## config.mk

```make
export PLATFORM = sky130hd
export DESIGN_NAME = fifo_tx_serializer
export DESIGN_NICKNAME = d
export VERILOG_FILES = /design/src/rtl/fifo_tx_serializer.sv
export SDC_FILE = /design/constraint.sdc
export NUM_CORES = 1
export LEC_CHECK = 0
export CORE_UTILIZATION = 48
export CTS_CLUSTER_DIAMETER = 30
export DETAILED_ROUTE_END_ITERATION = 8
export GPL_ROUTABILITY_DRIVEN = 0
export PLACE_DENSITY = 0.8
export SYNTH_ARGS = -nofsm -noshare
export SYNTH_HDL_FRONTEND = slang
export SYNTH_SLANG_ARGS = --single-unit
```

## constraint.sdc

```tcl
create_clock -name clk -period 2.2 [get_ports clk]
set_input_delay 0.22 -clock clk [delete_from_list [all_inputs] [get_ports clk]]
set_output_delay 0.22 -clock clk [all_outputs]
set_load 0.05 [all_outputs]
```

## src/rtl/fifo_tx_serializer.sv

```systemverilog
// fifo_tx_serializer
//   Pops bytes from the read side of a FIFO and sends each one as an async
//   serial frame: 1 start bit, 8 data bits LSB first, 1 stop bit, no parity.
//
// Ports
//   clk          system clock, rising edge
//   rst          synchronous active-high reset
//   enable       lets a new frame start (looked at only while idle)
//   fifo_empty   FIFO empty flag
//   fifo_data    FIFO read data, valid the cycle after fifo_rden
//   fifo_rden    FIFO read enable, one-cycle registered pulse per byte
//   tx           serial output, idles high
//   busy         high from POP through the last STOP cycle
//   frames_sent  completed frame count, wraps silently
module fifo_tx_serializer #(
  parameter int CLKS_PER_BIT = 868
) (
  input  logic        clk,
  input  logic        rst,
  input  logic        enable,
  input  logic        fifo_empty,
  input  logic [7:0]  fifo_data,
  output logic        fifo_rden,
  output logic        tx,
  output logic        busy,
  output logic [15:0] frames_sent
);

  localparam int BW = (CLKS_PER_BIT > 1) ? $clog2(CLKS_PER_BIT) : 1;

  typedef enum logic [2:0] {IDLE, POP, LOAD, START, DATA, STOP} state_t;

  state_t        state, state_nxt;
  logic [BW-1:0] baud, baud_nxt;
  logic [2:0]    bit_idx, bit_nxt;
  logic [7:0]    shreg, shreg_nxt;
  logic [15:0]   frame_cnt, frame_cnt_nxt;
  logic          tx_nxt, busy_nxt, rden_nxt;
  logic          baud_last;

  assign baud_last   = (baud == BW'(CLKS_PER_BIT - 1));
  assign frames_sent = frame_cnt;

  // State and datapath registers. The frame counter is written every cycle
  // from its next value so the register always holds exactly what it shows.
  always_ff @(posedge clk) begin
    if (rst) begin
      state     <= IDLE;
      baud      <= '0;
      bit_idx   <= '0;
      shreg     <= '0;
      frame_cnt <= '0;
      tx        <= 1'b1;
      busy      <= 1'b0;
      fifo_rden <= 1'b0;
    end else begin
      state     <= state_nxt;
      baud      <= baud_nxt;
      bit_idx   <= bit_nxt;
      shreg     <= shreg_nxt;
      frame_cnt <= frame_cnt_nxt;
      tx        <= tx_nxt;
      busy      <= busy_nxt;
      fifo_rden <= rden_nxt;
    end
  end

  // Next-state and datapath next values.
  always_comb begin
    state_nxt     = state;
    baud_nxt      = baud;
    bit_nxt       = bit_idx;
    shreg_nxt     = shreg;
    frame_cnt_nxt = frame_cnt;
    case (state)
      IDLE: if (enable && !fifo_empty) state_nxt = POP;
      POP:  state_nxt = LOAD;
      LOAD: begin
        shreg_nxt = fifo_data;
        baud_nxt  = '0;
        bit_nxt   = '0;
        state_nxt = START;
      end
      START: begin
        if (baud_last) begin
          baud_nxt  = '0;
          state_nxt = DATA;
        end else begin
          baud_nxt = baud + 1'b1;
        end
      end
      DATA: begin
        if (baud_last) begin
          baud_nxt = '0;
          if (bit_idx == 3'd7) begin
            state_nxt = STOP;
          end else begin
            shreg_nxt = {1'b0, shreg[7:1]};
            bit_nxt   = bit_idx + 3'd1;
          end
        end else begin
          baud_nxt = baud + 1'b1;
        end
      end
      STOP: begin
        if (baud_last) begin
          baud_nxt      = '0;
          frame_cnt_nxt = frame_cnt + 16'd1;
          state_nxt     = IDLE;
        end else begin
          baud_nxt = baud + 1'b1;
        end
      end
      default: state_nxt = IDLE;
    endcase
  end

  // Outputs are decoded from the next state so that, once registered, they
  // line up exactly with the state the FSM is in.
  always_comb begin
    rden_nxt = (state_nxt == POP);
    busy_nxt = (state_nxt != IDLE);
    case (state_nxt)
      START:   tx_nxt = 1'b0;
      DATA:    tx_nxt = shreg_nxt[0];
      default: tx_nxt = 1'b1;
    endcase
  end

endmodule

```

After elaboration in Yosys (flattened, before gate mapping)
Cells that the tools add are included.
- register bits: 43
- output and inout port bits: 19
- word-level logic and storage cells: 48
- reduce and logical (&&, ||, !) cells: 9
- add/sub/neg operators: 3
- multiplexer cells: 15
- eq/ne operators: 12
- operators by type and width (operator ; count):
    two-way mux 3 bit ; 7
    case mux 10 bit (2 select lines) ; 1
    case mux 3 bit (6 select lines) ; 1
    adder 16 x 1 -> 16 bit, second input constant ; 1
    two-way mux 8 bit ; 2
    case mux 8 bit (2 select lines) ; 1
    == test 3 bit, second input constant ; 4
    adder 10 x 1 -> 10 bit, second input constant ; 1
    == test 10 bit, second input constant ; 1
    two-way mux 10 bit ; 1
    == test 3 x 2 -> 1 bit, second input constant ; 3
    == test 3 x 1 -> 1 bit, second input constant ; 2
    case mux 3 bit (2 select lines) ; 1
    != test 2 bit, second input constant ; 2
    nonzero test 2 bit ; 2
    adder 3 x 1 -> 3 bit, second input constant ; 1
    logical NOT 3 bit ; 1
    AND reduction 3 bit ; 1
    nonzero test 3 bit ; 1
    OR reduction 3 bit ; 1
    case mux 1 bit (2 select lines) ; 1
    AND reduction 2 bit ; 1
    logical AND 1 bit ; 1
    logical NOT 1 bit ; 1

Longest topological paths before layout
- word-level depth: 6
- gate-level depth with buffers: 8
- mapped depth without buffers: 7

Worst setup path after synthesis
No wires, ideal clock.
- kind: reg-to-reg
- start point: register bit_idx[0]
- end point: register tx
- cell stages (with the launch flop): 8
- setup time: 0.127 ns
- setup slack: 0.005 ns
- required time: 2.073 ns
- buffers on the path: 0
- data arrival time: 2.068 ns
- cells stage by stage: dfxtp_1 > ha_1 > ha_1 > or4b_4 > nor4_4 > mux2_4 > a41oi_1 > or3_1
- word-level cells in the longest chain between the ends: 6
- elaborated cells between the ends (all ways): 10
- classes of those cells: 3 x eq/ne; 7 x mux
- RTL lines (what ; line ; RTL):
    start: declaration ; 35 ; logic [2:0] bit_idx, bit_nxt;
    start signal: assignment ; 59 ; bit_idx <= bit_nxt;
    == test 3 bit (*) ; 95 ; if (bit_idx == 3'd7) begin
    two-way mux 3 bit ; 95 ;
    two-way mux 3 bit ; 93 ; if (baud_last) begin
    case mux 3 bit (6 select lines) ; 75 ; case (state)
    == test 3 bit or == test 3 x 2 -> 1 bit (tied branches) ; 123 ; case (state_nxt)
    case mux 1 bit (2 select lines) (*) ; 123 ;
    end signal: assignment ; 62 ; tx <= tx_nxt;
    end: declaration ; 24 ; output logic tx,
Every way passes the cells marked *; elsewhere a longest branch is shown, timed or not. The select of a mux whose other input is x is not followed.
A chain may end at the register's enable or synchronous reset.

Worst setup path in the final report
- start point: register baud[8]
- end point: register frame_cnt[9], in the netlist frames_sent[9]
- word-level cells in the longest chain between the ends: 2
- RTL lines (what ; line ; RTL):
    start: declaration ; 34 ; logic [BW-1:0] baud, baud_nxt;
    start signal: assignment ; 58 ; baud <= baud_nxt;
    == test 10 bit ; 41 ; assign baud_last = (baud == BW'(CLKS_PER_BIT - 1));
    AND reduction 2 bit (no line) ; - ;
    end signal: assignment ; 61 ; frame_cnt <= frame_cnt_nxt;
    end: declaration ; 37 ; logic [15:0] frame_cnt, frame_cnt_nxt;
Every way passes these cells.

==> run metrics <==
outcome finished, final reports clean; Int Pwr 1.06 mW; setup slack after layout around 0.1 ns; clk sink count 43; RSZ-0062 raised after global routing no; Die Wd 66.9 um; Yosys top cell by area dfxtp_1; dominant synthesized flop cell dfxtp_1; Mean Syn Cell Area approximately 8.8 um^2; worst relative slew slack about 60%; first-pass GRT wire length ~7000 um; number of enable flip-flop cells after synthesis 0; grt ovf 0; CTS tree done; vias in the first global route ~1.6k; Slew Viols, Final 0; startpoint types flip-flop; HP Class reg2reg; Initial Util 50.2%; fin crit period approximately 2.1 ns; Cell variety after synth 39; # rows 23; Multi-input gate area roughly 0.0011 mm^2; syn nets 245; Syn Inst Count 229; maxcap violations 0; VDD IR max ~0.42 mV; kind of cell adding the most delay to the critical path simple AND/OR/NAND/NOR gates; final hold vios 0; power density over the cells 540 mW/mm^2; Setup TNS 0 ns; Worst EP arrival 2.30 ns; Sw Pwr ~0.34 mW; Die ar. 0.00448 mm^2; Clk Latency, worst-skew pair approximately 0.3 ns; area delta synth->final 28.2%; Setup Skew roughly 0.0014 ns; Register Area 863 um^2; most frequent cells in the layout dfxtp_1 (41), nor2_1 (40), clkdlybuf4s50_1 (30), nand2_1 (18), a21oi_1 (17); Post-Route WL roughly 4300 um; CTS H-tree depth 2; Critical-path top delay cell or4_1; switch share approximately a quarter; post-synthesis sequential area ratio 42.5%; initial DRC count 97; top cell type's share of synthesized area a little over two fifths; antenna cells 0; fillcell total 327; number of port buffers 30; synthesis-stage register bit count 43; worst slack, placed 0.00667 ns; total global-route track usage between 20% and 30%; Post-DRT Antenna Nets 0; crit path kind reg2reg; share of layout cells above drive strength 1 about 16%; Synth area leaders dfxtp_1 (43%), nor2_1 (7.4%), xnor2_1 (6.9%); Final Setup Violations 0; iteration count of the initial detailed-routing pass 4; Die Span Y between 60 and 70 um; Final Cycle Share approximately 95%; initial antenna violation count 0; Critical Path End Type flip-flop; clk slew on worst S/H paths approximately 0.08 ns; Max Freq 476 MHz; critical path required time about 2.4 ns; hpwl dp roughly 2800 um; # DRC 0; Vias 1,757; Gate power share 8.1%; CP Max Fanout 17; CP cell instances or3b_4 -> or4_1 -> buf_12 -> nor4_2 -> xnor2_1 -> nor2_1; number of CTS-inserted buffers 5; NumNets Final 287; power share of the clock group between 30% and 40%; commonest non-fill, non-tap cell in the layout dfxtp_1; worst path bufs/invs 1; final design utilization 64.4%; vias per cell around 5.5; LEAKAGE roughly 0.88 nW; Seq pwr share between 50% and 60%; DR WL/cell around 13 um; Least-Margin Pin Slew between 0.5 and 0.6 ns; synthesized area ~0.002 mm^2; io pins 31; ys async rst share 0%; CP max stage delay about 0.48 ns; Synth Warn # 0; CTS max path bufs 2; Core Area 0.00403 mm^2; pin count of the biggest net entering global routing 21; hold buffer count at CTS 0; Root Driver clkbuf_8
cell families (layout without fill, tap and decap cells):
logic type / count (synthesis) / count (layout) / share of synthesized area, %
AO/OA/AOI/OAI: 32 / 32 / 9.52
XOR/XNOR: 23 / 23 / 9.95
adder cells (fa/ha/maj): 4 / 4 / 2.47
buffers and inverters: 15 / 58 / 3.96
flip-flops: 43 / 43 / 42.5
multiplexers: 4 / 4 / 2.22
AND/OR/NAND/NOR: 108 / 108 / 29.4
flip-flops by register name (all words and copies together) (netlist names):
name / flops
frames_sent: 16
state: 3
bit_idx: 3
fifo_rden: 1
busy: 1
tx: 1
baud: 10
shreg: 8
cells in the mapped netlist, types with 4 or more instances:
| cell | count |
|---|---|
| a22oi_1 | 7 |
| a21oi_1 | 17 |
| xor2_1 | 7 |
| ha_1 | 4 |
| clkbuf_1 | 6 |
| nand3_1 | 9 |
| nand4_1 | 6 |
| xnor2_1 | 16 |
| nor3_2 | 5 |
| nand2_1 | 18 |
| dfxtp_1 | 43 |
| nor3b_1 | 5 |
| nor2_1 | 40 |
| nor4_1 | 5 |
power by group through the flow:
stage | Sequential, mW | Clock, mW | Combinational (mW)
final | 0.801 | 0.486 | 0.114
after CTS | 0.801 | 0.492 | 0.114
after detailed placement | 0.819 | 0 | 0.112
after global placement | 0.819 | 0 | 0.110
after floorplan | 0.828 | 0 | 0.0597
after global routing | 0.803 | 0.520 | 0.124
layout make-up:
class | instances | share of cell area [%]
Clock buffer | 5 | 2.65
Multi-Input combinational cell | 171 | 43.7
Sequential cell | 43 | 33.3
Timing Repair Buffer | 47 | 17.0
Inverter | 3 | 0.434
Clock inverter | 3 | 0.578
Tap cell | 50 | 2.41
worst min-delay path, cell delays in order, from the launching register on:
cell,delay [ns]
dfxtp_1,0.31
nand2_1,0.05
a21oi_1,0.05
what timing repair did:
item / 4_1_cts / 5_1_grt
pin swaps: 5 / 1
resized for setup: 7 / 3
setup endpoints to repair: 1 / 10
setup buffers: 2 / 0
layer usage:
metal	up-vias	wire, um	global-route usage (%)	share of wire (%)
li1	882	-	-	-
met1	821	1960	25.7	45
met2	43	2100	33.8	49
met3	11	174	4.28	4.0
met4	0	87	10.1	2.0
met5	-	0	0	0
worst paths after layout:
| kind | startpoint | endpoint | slack [ns] | cells past startpoint |
|---|---|---|---|---|
| worst max-delay path | baud[8]$_SDFFE_PP0P_ | frames_sent[9]$_SDFFE_PP0P_ | 0.1 | 6 |
| worst min-delay path | shreg[5]$_SDFFE_PP0P_ | shreg[5]$_SDFFE_PP0P_ | 0.46 | 2 |
| worst max register to register | baud[8]$_SDFFE_PP0P_ | frames_sent[9]$_SDFFE_PP0P_ | 0.1 | 6 |
| worst min register to register | shreg[5]$_SDFFE_PP0P_ | shreg[5]$_SDFFE_PP0P_ | 0.46 | 2 |
stage by stage:
step	power [mW]	hold slack, ns	std cells	instance area (um^2)
2_1_floorplan	0.888	0.361	229	2020
6_report	1.40	0.459	322	2600
4_1_cts	1.41	0.462	322	2580
3_3_place_gp	0.929	0.441	312	2440
3_5_place_dp	0.931	0.451	312	2440
5_1_grt	1.45	0.485	322	2600
Note: power is estimated with default switching activity, not from simulation.
